### src/rtl/wb_pipe_stage.sv
// rtl/wb_pipe_stage.sv - pipeline stage register with valid/ready handshake, flush, optional skid entry and stall counter
module wb_pipe_stage #(
    parameter int                WIDTH     = 101,
    parameter int                SKID      = 1,
    parameter int                CNT_W     = 16,
    parameter logic [WIDTH-1:0]  RESET_VAL = '0
) (
    input  logic              clk,
    input  logic              reset,
    input  logic              flush,
    input  logic              in_valid,
    input  logic [WIDTH-1:0]  in_data,
    output logic              in_ready,
    output logic              out_valid,
    output logic [WIDTH-1:0]  out_data,
    input  logic              out_ready,
    output logic [CNT_W-1:0]  stall_cnt
);

    // ST_TWO is only reachable with SKID!=0: in single-entry mode in_ready
    // is low whenever the stage is full and downstream is not draining it.
    typedef enum logic [1:0] {
        ST_EMPTY = 2'd0,
        ST_ONE   = 2'd1,
        ST_TWO   = 2'd2
    } state_t;

    state_t             state_q, state_d;
    logic [WIDTH-1:0]   main_q, main_d;
    logic [WIDTH-1:0]   skid_q, skid_d;
    logic               xfer_in;
    logic               xfer_out;

    // With a skid entry in_ready comes only from the state flops; without
    // one it looks through to out_ready so a full stage can still stream.
    assign in_ready  = (SKID != 0) ? (state_q != ST_TWO)
                                   : (out_ready || (state_q == ST_EMPTY));
    assign out_valid = (state_q != ST_EMPTY);
    assign out_data  = main_q;
    assign xfer_in   = in_valid && in_ready;
    assign xfer_out  = out_valid && out_ready;

    // Next-state and payload steering; flush overrides every other event.
    always_comb begin
        state_d = state_q;
        main_d  = main_q;
        skid_d  = skid_q;
        if (flush) begin
            state_d = ST_EMPTY;
            main_d  = RESET_VAL;
        end else begin
            case (state_q)
                ST_EMPTY: begin
                    if (xfer_in) begin
                        state_d = ST_ONE;
                        main_d  = in_data;
                    end
                end
                ST_ONE: begin
                    if (xfer_in && xfer_out) begin
                        main_d = in_data;
                    end else if (xfer_out) begin
                        state_d = ST_EMPTY;
                    end else if (xfer_in) begin
                        state_d = ST_TWO;
                        skid_d  = in_data;
                    end
                end
                ST_TWO: begin
                    if (xfer_out) begin
                        state_d = ST_ONE;
                        main_d  = skid_q;
                    end
                end
                default: begin
                    state_d = ST_EMPTY;
                end
            endcase
        end
    end

    // State and payload registers; reset drops every held entry at once.
    always_ff @(posedge clk or negedge reset) begin
        if (!reset) begin
            state_q <= ST_EMPTY;
            main_q  <= RESET_VAL;
            skid_q  <= '0;
        end else begin
            state_q <= state_d;
            main_q  <= main_d;
            skid_q  <= skid_d;
        end
    end

    // Count stalled cycles, sticking at all-ones; flush leaves it alone.
    always_ff @(posedge clk or negedge reset) begin
        if (!reset) begin
            stall_cnt <= '0;
        end else if (out_valid && !out_ready && (stall_cnt != {CNT_W{1'b1}})) begin
            stall_cnt <= stall_cnt + CNT_W'(1);
        end
    end

endmodule

### config.mk
export PLATFORM = sky130hd
export DESIGN_NAME = wb_pipe_stage
export DESIGN_NICKNAME = d
export VERILOG_FILES = /design/src/rtl/wb_pipe_stage.sv
export SDC_FILE = /design/constraint.sdc
export NUM_CORES = 1
export LEC_CHECK = 0
export CORE_MARGIN = 2
export CORE_UTILIZATION = 30
export DETAILED_ROUTE_END_ITERATION = 8
export PLACE_DENSITY = 0.56
export SYNTH_ARGS = -nofsm -noshare
export SYNTH_HDL_FRONTEND = slang
export SYNTH_SLANG_ARGS = --single-unit
### constraint.sdc
create_clock -name clk -period 4.3 [get_ports clk]
set_clock_uncertainty 0.15 [all_clocks]
set_input_delay 0.86 -clock clk [delete_from_list [all_inputs] [get_ports clk]]
set_output_delay 0.86 -clock clk [all_outputs]
set_load 0.03 [all_outputs]
; Word level (Yosys, flattened, before mapping)
; Cells that the tools add are included.
[word_totals]
ff_bits = 220
ramBits = 0
word_cells = 41
memories = 0
input_bits = 106
latchBits = 0
output_inout_bits = 119
rom_bits = 0
[op_classes]
n_mux = 12
n_addsub = 1
mul = 0
shifts = 0
magnitude_cmp = 0
eq_ne = 9
div = 0
n_bitwise = 3
reduce_logical = 12
[ops]
columns = cell, count
row1 = $mux W101, 4
row2 = $pmux W101 S3, 1
row3 = $add A16 B1 Y16 const B, 1
row4 = $ne A16 B16 Y1 const B, 1
row5 = $mux W2, 6
row6 = $ne A3 B3 Y1 const B, 4
row7 = $reduce_and A4 Y1, 2
row8 = $pmux W2 S3, 1
row9 = $logic_and A1 B1 Y1, 5
row10 = $reduce_and A5 Y1, 1
row11 = $ne A4 B4 Y1 const B, 1
row12 = $reduce_bool A4 Y1, 1
row13 = $not A1 Y1, 3
row14 = $eq A2 B1 Y1 const B, 1
row15 = $eq A2 B2 Y1 const B, 1
row16 = $logic_not A2 Y1, 1
row17 = $ne A2 B2 Y1 const B, 1
row18 = $reduce_bool A2 Y1, 1
row19 = $logic_not A1 Y1, 1

; Logic depth before layout (Yosys ltp)
; Gate-level depths: netlist of the first run.
[depth]
word_depth = 7
ltp_mapped = 6
depth_no_buf = 5

; Least setup slack after synthesis of the first run
; Ideal clock, no wire load.
[synth_path]
path_type = input to register
startpoint = input in_valid
endpoint = register skid_q[25]
path_stages = 5
required_ps = 4025
path_buffers = 2
path_slack_ps = 1983
setup_ps = 125
t_arrival_ps = 2043
path_cell_list = nor2b_1 nor3b_1 buf_2 buf_4 mux2_2
[synth_via]
elab_chain_cells = 4
[synth_rtl]
columns = element, line
row1 = start: declaration, 11  ; input logic in_valid,
row2 = $logic_and A1 B1 Y1 (*), 40  ; assign xfer_in = in_valid && in_ready;
row3 = $logic_and A1 B1 Y1, 60  ; if (xfer_in && xfer_out) begin
row4 = $not A1 Y1 (no line), n/a
row5 = $reduce_and A5 Y1 (no line) (*), n/a
row6 = end signal: assignment, 91  ; skid_q <= skid_d;
row7 = end: declaration, 30  ; logic [WIDTH-1:0] skid_q, skid_d;
; Every way passes the cells marked *; elsewhere a longest branch is shown, timed or not.
; A chain may end at the register's enable or synchronous reset.

; Worst setup path in the final report of the first run
[layout_path]
startpoint = register state_q[1]
endpoint = output out_valid
[layout_via]
elab_chain_cells = 1
[layout_rtl]
columns = element, line
row1 = start: declaration, 28  ; state_t state_q, state_d;
row2 = start signal: assignment, 89  ; state_q <= state_d;
row3 = $reduce_bool A2 Y1, 38  ; assign out_valid = (state_q != ST_EMPTY);
row4 = end: declaration, 14  ; output logic out_valid,
; No other way between the ends.

==> metrics.yaml, run 1 <==
floorplanning:
  fp.dieH_um: 183
  start_util: 0.304
  die_w_um: 183
  die_area_um2: 33400
  core-area_um2: 31500
  rows: 65
  pin_count: 225
global_route:
  antenna_found_initial: 1
  grt_pass1_vias: 6550
  grt_usage: 0.140
  overflow: 0
  grt_first_pass_wirelength_um: 37600
  grt_max_degree: 115
cts:
  postCtsHoldBufs: 0
  clockRootBuffer: "clkbuf_16"
  path_clk_slew_ns: 0.06
  cts_tree: "done"
  clockBufferDepth: 3
  cts_setup_buffers: 0
  h-tree-depth: 1
  cts_resized: 0
  clock_latency_ns: 0.52
  cts.sinks: 220
  cts_made_buffers: 26
sta:
  max_freq_ghz: 0.342
  maxSlewViolCount: 0
  fin_setup_tns_ns: 0
  fin_crit_ns: 2.92
  slew_headroom: 0.447
  finalSetupViolCount: 0
  rsz0062_at_grt: "no"
  finalHoldViolCount: 0
  min_period_over_period: 0.679
  worst_pin_slew_ns: 0.830
routing:
  drtIter0Drc: 268
  vias_per_cell: 4.76
  antenna_left: 0
  wire_per_inst_um: 17.1
  dr.pass1.iters: 4
  drc: 0
  drt_wl_total_um: 23500
  vias: 6556
hold_path:
  holdCritPathClass: "in -> async"
finish:
  diodes: 0
  stdcell_count: 1378
  areaGrowthSynthToFinish_pct: 36.5
  finalInstanceArea_um2: 13100
  layout-drive-gt1-share: 0.140
  fill_cells: 2977
  final_util: 0.415
  finalNetCount: 1063
critical_path:
  cpMaxStageDelayCell: "clkdlybuf4s50_1"
  cp-startpoint: "state_q[1]"
  reg2reg_slack_ns: 1.92
  critical_path.max_fanout: 7
  arrival_ns: 1.91
  crit_chain: "or2_2, clkdlybuf4s50_1"
  r2r_start: "state_q[1]"
  crit_path_end_kind: "output port"
  max_stage_delay_ns: 0.59
  start_kind: "register"
  critPathKind: "reg -> out"
  required_ns: 3.29
placed_design:
  dpl.hpwl_um: 14200
  gp_congestion: 0.761
  dp_cells: 1330
  io_buffers: 224
  place_area_um2: 12200
synthesis:
  syn_area_um2: 9580
  syn-instance-count: 753
  syn_nets: 860
  synth.avg_cell_area_um2: 12.7
  yosysWarnings: 0
  yosysSeqAreaShare: 0.575
  synth_cell_type_count: 34
  ys_seq_elements: 220
status:
  status: "completed"
pwr:
  power.density_nw_per_um2: 460
  ir_drop_mv: 0.310
  total_power_mw: 6.02
  leakagePower_nw: 5.22
run:
  maxCapViolCount: 0
## metal layers
layer | up-vias | wire, um | GRT usage | part of all wire
li1 | 3131 | - | - | -
met1 | 3206 | 11100 | 0.201 | 0.47
met2 | 188 | 9970 | 0.203 | 0.42
met3 | 29 | 1940 | 0.0465 | 0.083
met4 | 2 | 505 | 0.0335 | 0.021
met5 | - | 15 | 0 | 0.00064
## critical path, delay by kind of cell, from the launching register on
kind	cells	cell delay, ns
flops	1	0.46
simple gates	1	0.34
buf+inv	1	0.59
## logic make-up after synthesis
| group | synth area share |
|---|---|
| flops | 0.575 |
| mux | 0.227 |
| simple gates | 0.0688 |
| compound gates | 0.0857 |
| buf+inv | 0.0311 |
| xor+xnor | 0.0119 |
| fa+ha+maj | 0.00131 |
## metrics by stage
stage / worst slack [ns] / hold WS, ns
finish: 1.38 / 0.253
global route: 1.31 / 0.300
CTS: 1.34 / 0.272
detailed placement: 1.03 / 0.315
global placement: 1.07 / 0.309
floorplan: 1.98 / 0.308
## final timing paths
path	to	cells past startpoint
max	out_valid	2
min	out_data[34]	1
max reg2reg	skid_q[80]	4
min reg2reg	out_data[23]	2
max in group asynchronous	out_data[44]	2
min in group clk	out_data[23]	2
## flip-flops by register name (all words and copies together) (netlist names)
name / cells
out_data: 101
skid_q: 101
stall_cnt: 16
state_q: 2
## cell type report
class / count / area, um2 / area share
multi-input cells: 473 / 3800 / 0.291
flip-flops and latches: 220 / 5510 / 0.421
clock inverters: 7 / 87.6 / 0.00670
clock buffers: 41 / 788 / 0.0603
inverters: 3 / 11.3 / 0.000861
repair buffers: 232 / 2380 / 0.182
well taps: 402 / 503 / 0.0385
## synthesized netlist by cell type
master	count	share of area
inv_1	3	0.0012
nor4_2	1	0.0013
mux2_2	79	0.093
o21a_1	1	0.00078
buf_4	11	0.0086
o31ai_1	101	0.079
nand2_1	108	0.042
xnor2_1	4	0.0037
or3_1	2	0.0013
nand4_1	5	0.0033
clkbuf_1	21	0.0082
nor4_1	4	0.0026
a21oi_1	3	0.0016
nand2b_1	2	0.0013
nor3b_1	2	0.0016
nor4_4	1	0.0022
mux2i_1	101	0.11
nor4b_1	2	0.0018
dfrtp_1	220	0.57
nor2b_1	3	0.0020
buf_2	25	0.013
nor3_1	5	0.0026
o21bai_1	1	0.00078
ha_1	1	0.0013
xor2_1	9	0.0082
mux2_1	24	0.028
or4_1	1	0.00078
nand3_1	3	0.0016
o22a_1	1	0.00091
nor2_1	4	0.0016
nand4_2	1	0.0013
or2_2	2	0.0013
a221oi_2	1	0.0016
o31a_1	1	0.00091
## cells in the final DEF, fill, tap and decap left out, types with 3 or more instances in the layout
cell type and count:
a21oi_1 3, buf_12 6, buf_4 3, clkbuf_1 8, clkbuf_16 27, clkbuf_8 6, clkdlybuf4s50_1 222, clkinv_2 4
dfrtp_1 220, inv_1 3, mux2_1 24, mux2_2 79, mux2i_1 101, nand2_1 108, nand3_1 3, nand4_1 5
nor2_1 4, nor3_1 5, nor4_1 4, o31ai_1 101, xnor2_1 4, xor2_1 9
## report_power, final
group	leakage [nW]	switching (mW)	internal (mW)
sequential	2.78	0.205	2.45
combinational	2.01	0.558	0.565
clock	0.429	0.868	1.37
total	5.22	1.63	4.39
Note: power is estimated with default switching activity, not from simulation.
==> inputs of run 2 (changes only) <==
==> constraint.sdc (replaced) <==
create_clock -name clk -period 3 [get_ports clk]
set_clock_uncertainty 0.15 [all_clocks]
set_input_delay 0.6 -clock clk [delete_from_list [all_inputs] [get_ports clk]]
set_output_delay 0.6 -clock clk [all_outputs]
set_load 0.03 [all_outputs]
==> run 2 against run 1 <==
- power grew 43%
- sequential power up 44%
- sequential share of layout area is 0.72 points lower
- first-iteration DRC count up 22%
- critical path depth stayed put
- via count rose by 1.4%
- final cell count grew 1.4%
- clock-buffer cell count grew 1
- combinational power increased by 46%
- worst hold slack improved by 0.071 ns
- final area increased by 1.8%
- clock power grew 40%
- critical path type unchanged
- largest power group unchanged
==> metrics.yaml, run 2 (synthesized netlist as in run 1, its figures left out) <==
pwr:
  ir_drop_mv: 0.354
  switchingPower_mw: 2.33
  power.density_nw_per_um2: 646
  pwr-share-seq: 0.445
  power_frac_comb: 0.191
  leakagePower_nw: 5.35
  sw_frac_of_total: 0.271
  pwr-share-clk: 0.364
  p_int_mw: 6.27
global_route:
  antenna_found_initial: 1
  grt_usage: 0.145
  grt_first_pass_wirelength_um: 38700
  met1_usage: 0.203
  grt_pass1_vias: 6759
  overflow: 0
  top_usage_layer: "met2"
  use_met3: 0.0461
  use_met2: 0.220
  grt_max_degree: 103
routing:
  wire_per_inst_um: 17.3
  drt_wl_total_um: 24200
  vias: 6649
  antenna_left: 0
  drtIter0Drc: 328
  drc: 0
  dr.pass1.iters: 4
  vias_per_cell: 4.76
cts:
  cts_resized: 0
  clock_latency_ns: 0.53
  path_clk_slew_ns: 0.06
  cts_made_buffers: 26
  clockRootBuffer: "clkbuf_16"
  clockBufferDepth: 3
  cts_tree: "done"
  cts_setup_buffers: 0
  h-tree-depth: 1
  cts.sinks: 220
critical_path:
  arrival_ns: 1.92
  required_ns: 2.25
  crit_path_end_kind: "output port"
  critPathKind: "reg -> out"
  start_kind: "register"
  reg2reg_slack_ns: 0.80
  critical_path.max_fanout: 7
sta:
  finalHoldViolCount: 0
  slew_headroom: 0.465
  fin_setup_tns_ns: 0
  fin_crit_ns: 2.67
  rsz0062_at_grt: "no"
  whs_ns: 0.324
  maxSlewViolCount: 0
  max_freq_ghz: 0.375
  finalSetupViolCount: 0
  min_period_over_period: 0.889
  worst_pin_slew_ns: 0.802
finish:
  layout-drive-gt1-share: 0.158
  areaGrowthSynthToFinish_pct: 38.9
  fill_cells: 2957
  final_cell_mix: "222 x clkdlybuf4s50_1, 220 x dfrtp_1, 108 x nand2_1"
  final_common_cell: "clkdlybuf4s50_1"
  multi_input_area_um2: 3800
  finalNetCount: 1085
  seq_area_um2: 5510
  diodes: 0
floorplanning:
  core-area_um2: 31500
  pin_count: 225
  die_area_um2: 33400
  rows: 65
  die_w_um: 183
  fp.dieH_um: 183
  start_util: 0.304
placed_design:
  dpl.hpwl_um: 15800
  gp_congestion: 0.766
  io_buffers: 224
status:
  status: "completed"
hold_path:
  holdCritPathClass: "reg -> reg"
run:
  maxCapViolCount: 0
## run 2: cell count changes in the layout (fill, tap and decap cells not counted)
cell	before	now
clkinv_8	0	1
clkinvlp_4	1	0
clkinv_2	4	1
buf_4	3	18
clkbuf_1	8	6
clkbuf_8	6	10
buf_12	6	12
clkbuf_16	27	26
dlygate4sd3_1	0	1
bufinv_16	2	1
## run 2: final cells by class
cell class,instances,share of cell area
Inverter,3,0.000846
Clock inverter,3,0.00386
Multi-Input combinational cell,473,0.286
Clock buffer,42,0.0609
Sequential cell,220,0.414
Tap cell,402,0.0378
Timing Repair Buffer,254,0.197
## run 2: power groups by stage
stage	clock [mW]	combinational (mW)	sequential (mW)
after detailed placement	0	1.67	3.87
final	3.13	1.64	3.82
after CTS	3.25	1.67	3.82
after floorplan	0	0.656	4.11
after global routing	3.38	1.77	3.90
after global placement	0	1.63	3.86
## run 2: worst paths after layout
path                              startpoint            to  cells past startpoint
min in group asynchronous              reset  out_data[34]                      2
max in group asynchronous              reset    skid_q[21]                      3
worst min-delay path            out_data[29]  out_data[29]                      2
worst min register to register  out_data[29]  out_data[29]                      2
worst max-delay path              state_q[1]     out_valid                      2
worst max register to register    state_q[1]    skid_q[50]                      5
## run 2: timing repair
action,CTS,global route
setup endpoints to repair,0,0
hold endpoints to repair,69,0
hold buffers,1,0
## run 2: through the flow
stage	power [mW]	cell area [um2]	util	instances	setup WS, ns
3_5_place_dp	5.54	12400	0.395	1351	0.126
4_1_cts	8.74	13300	0.423	1397	0.297
3_3_place_gp	5.49	12400	0.395	1351	0.178
5_1_grt	9.05	13300	0.423	1397	0.262
6_report	8.59	13300	0.423	1397	0.332
2_1_floorplan	4.76	9580	-	753	0.943
## run 2: critical path, cell delays in order (launching register included)
cell	delay, ns
dfrtp_1	0.47
or2_2	0.34
clkdlybuf4s50_1	0.60
## run 2: routing by layer
metal,part of all wire,vias up
li1,-,3172
met1,0.46,3272
met2,0.44,173
met3,0.084,30
met4,0.013,2
met5,0.00054,-
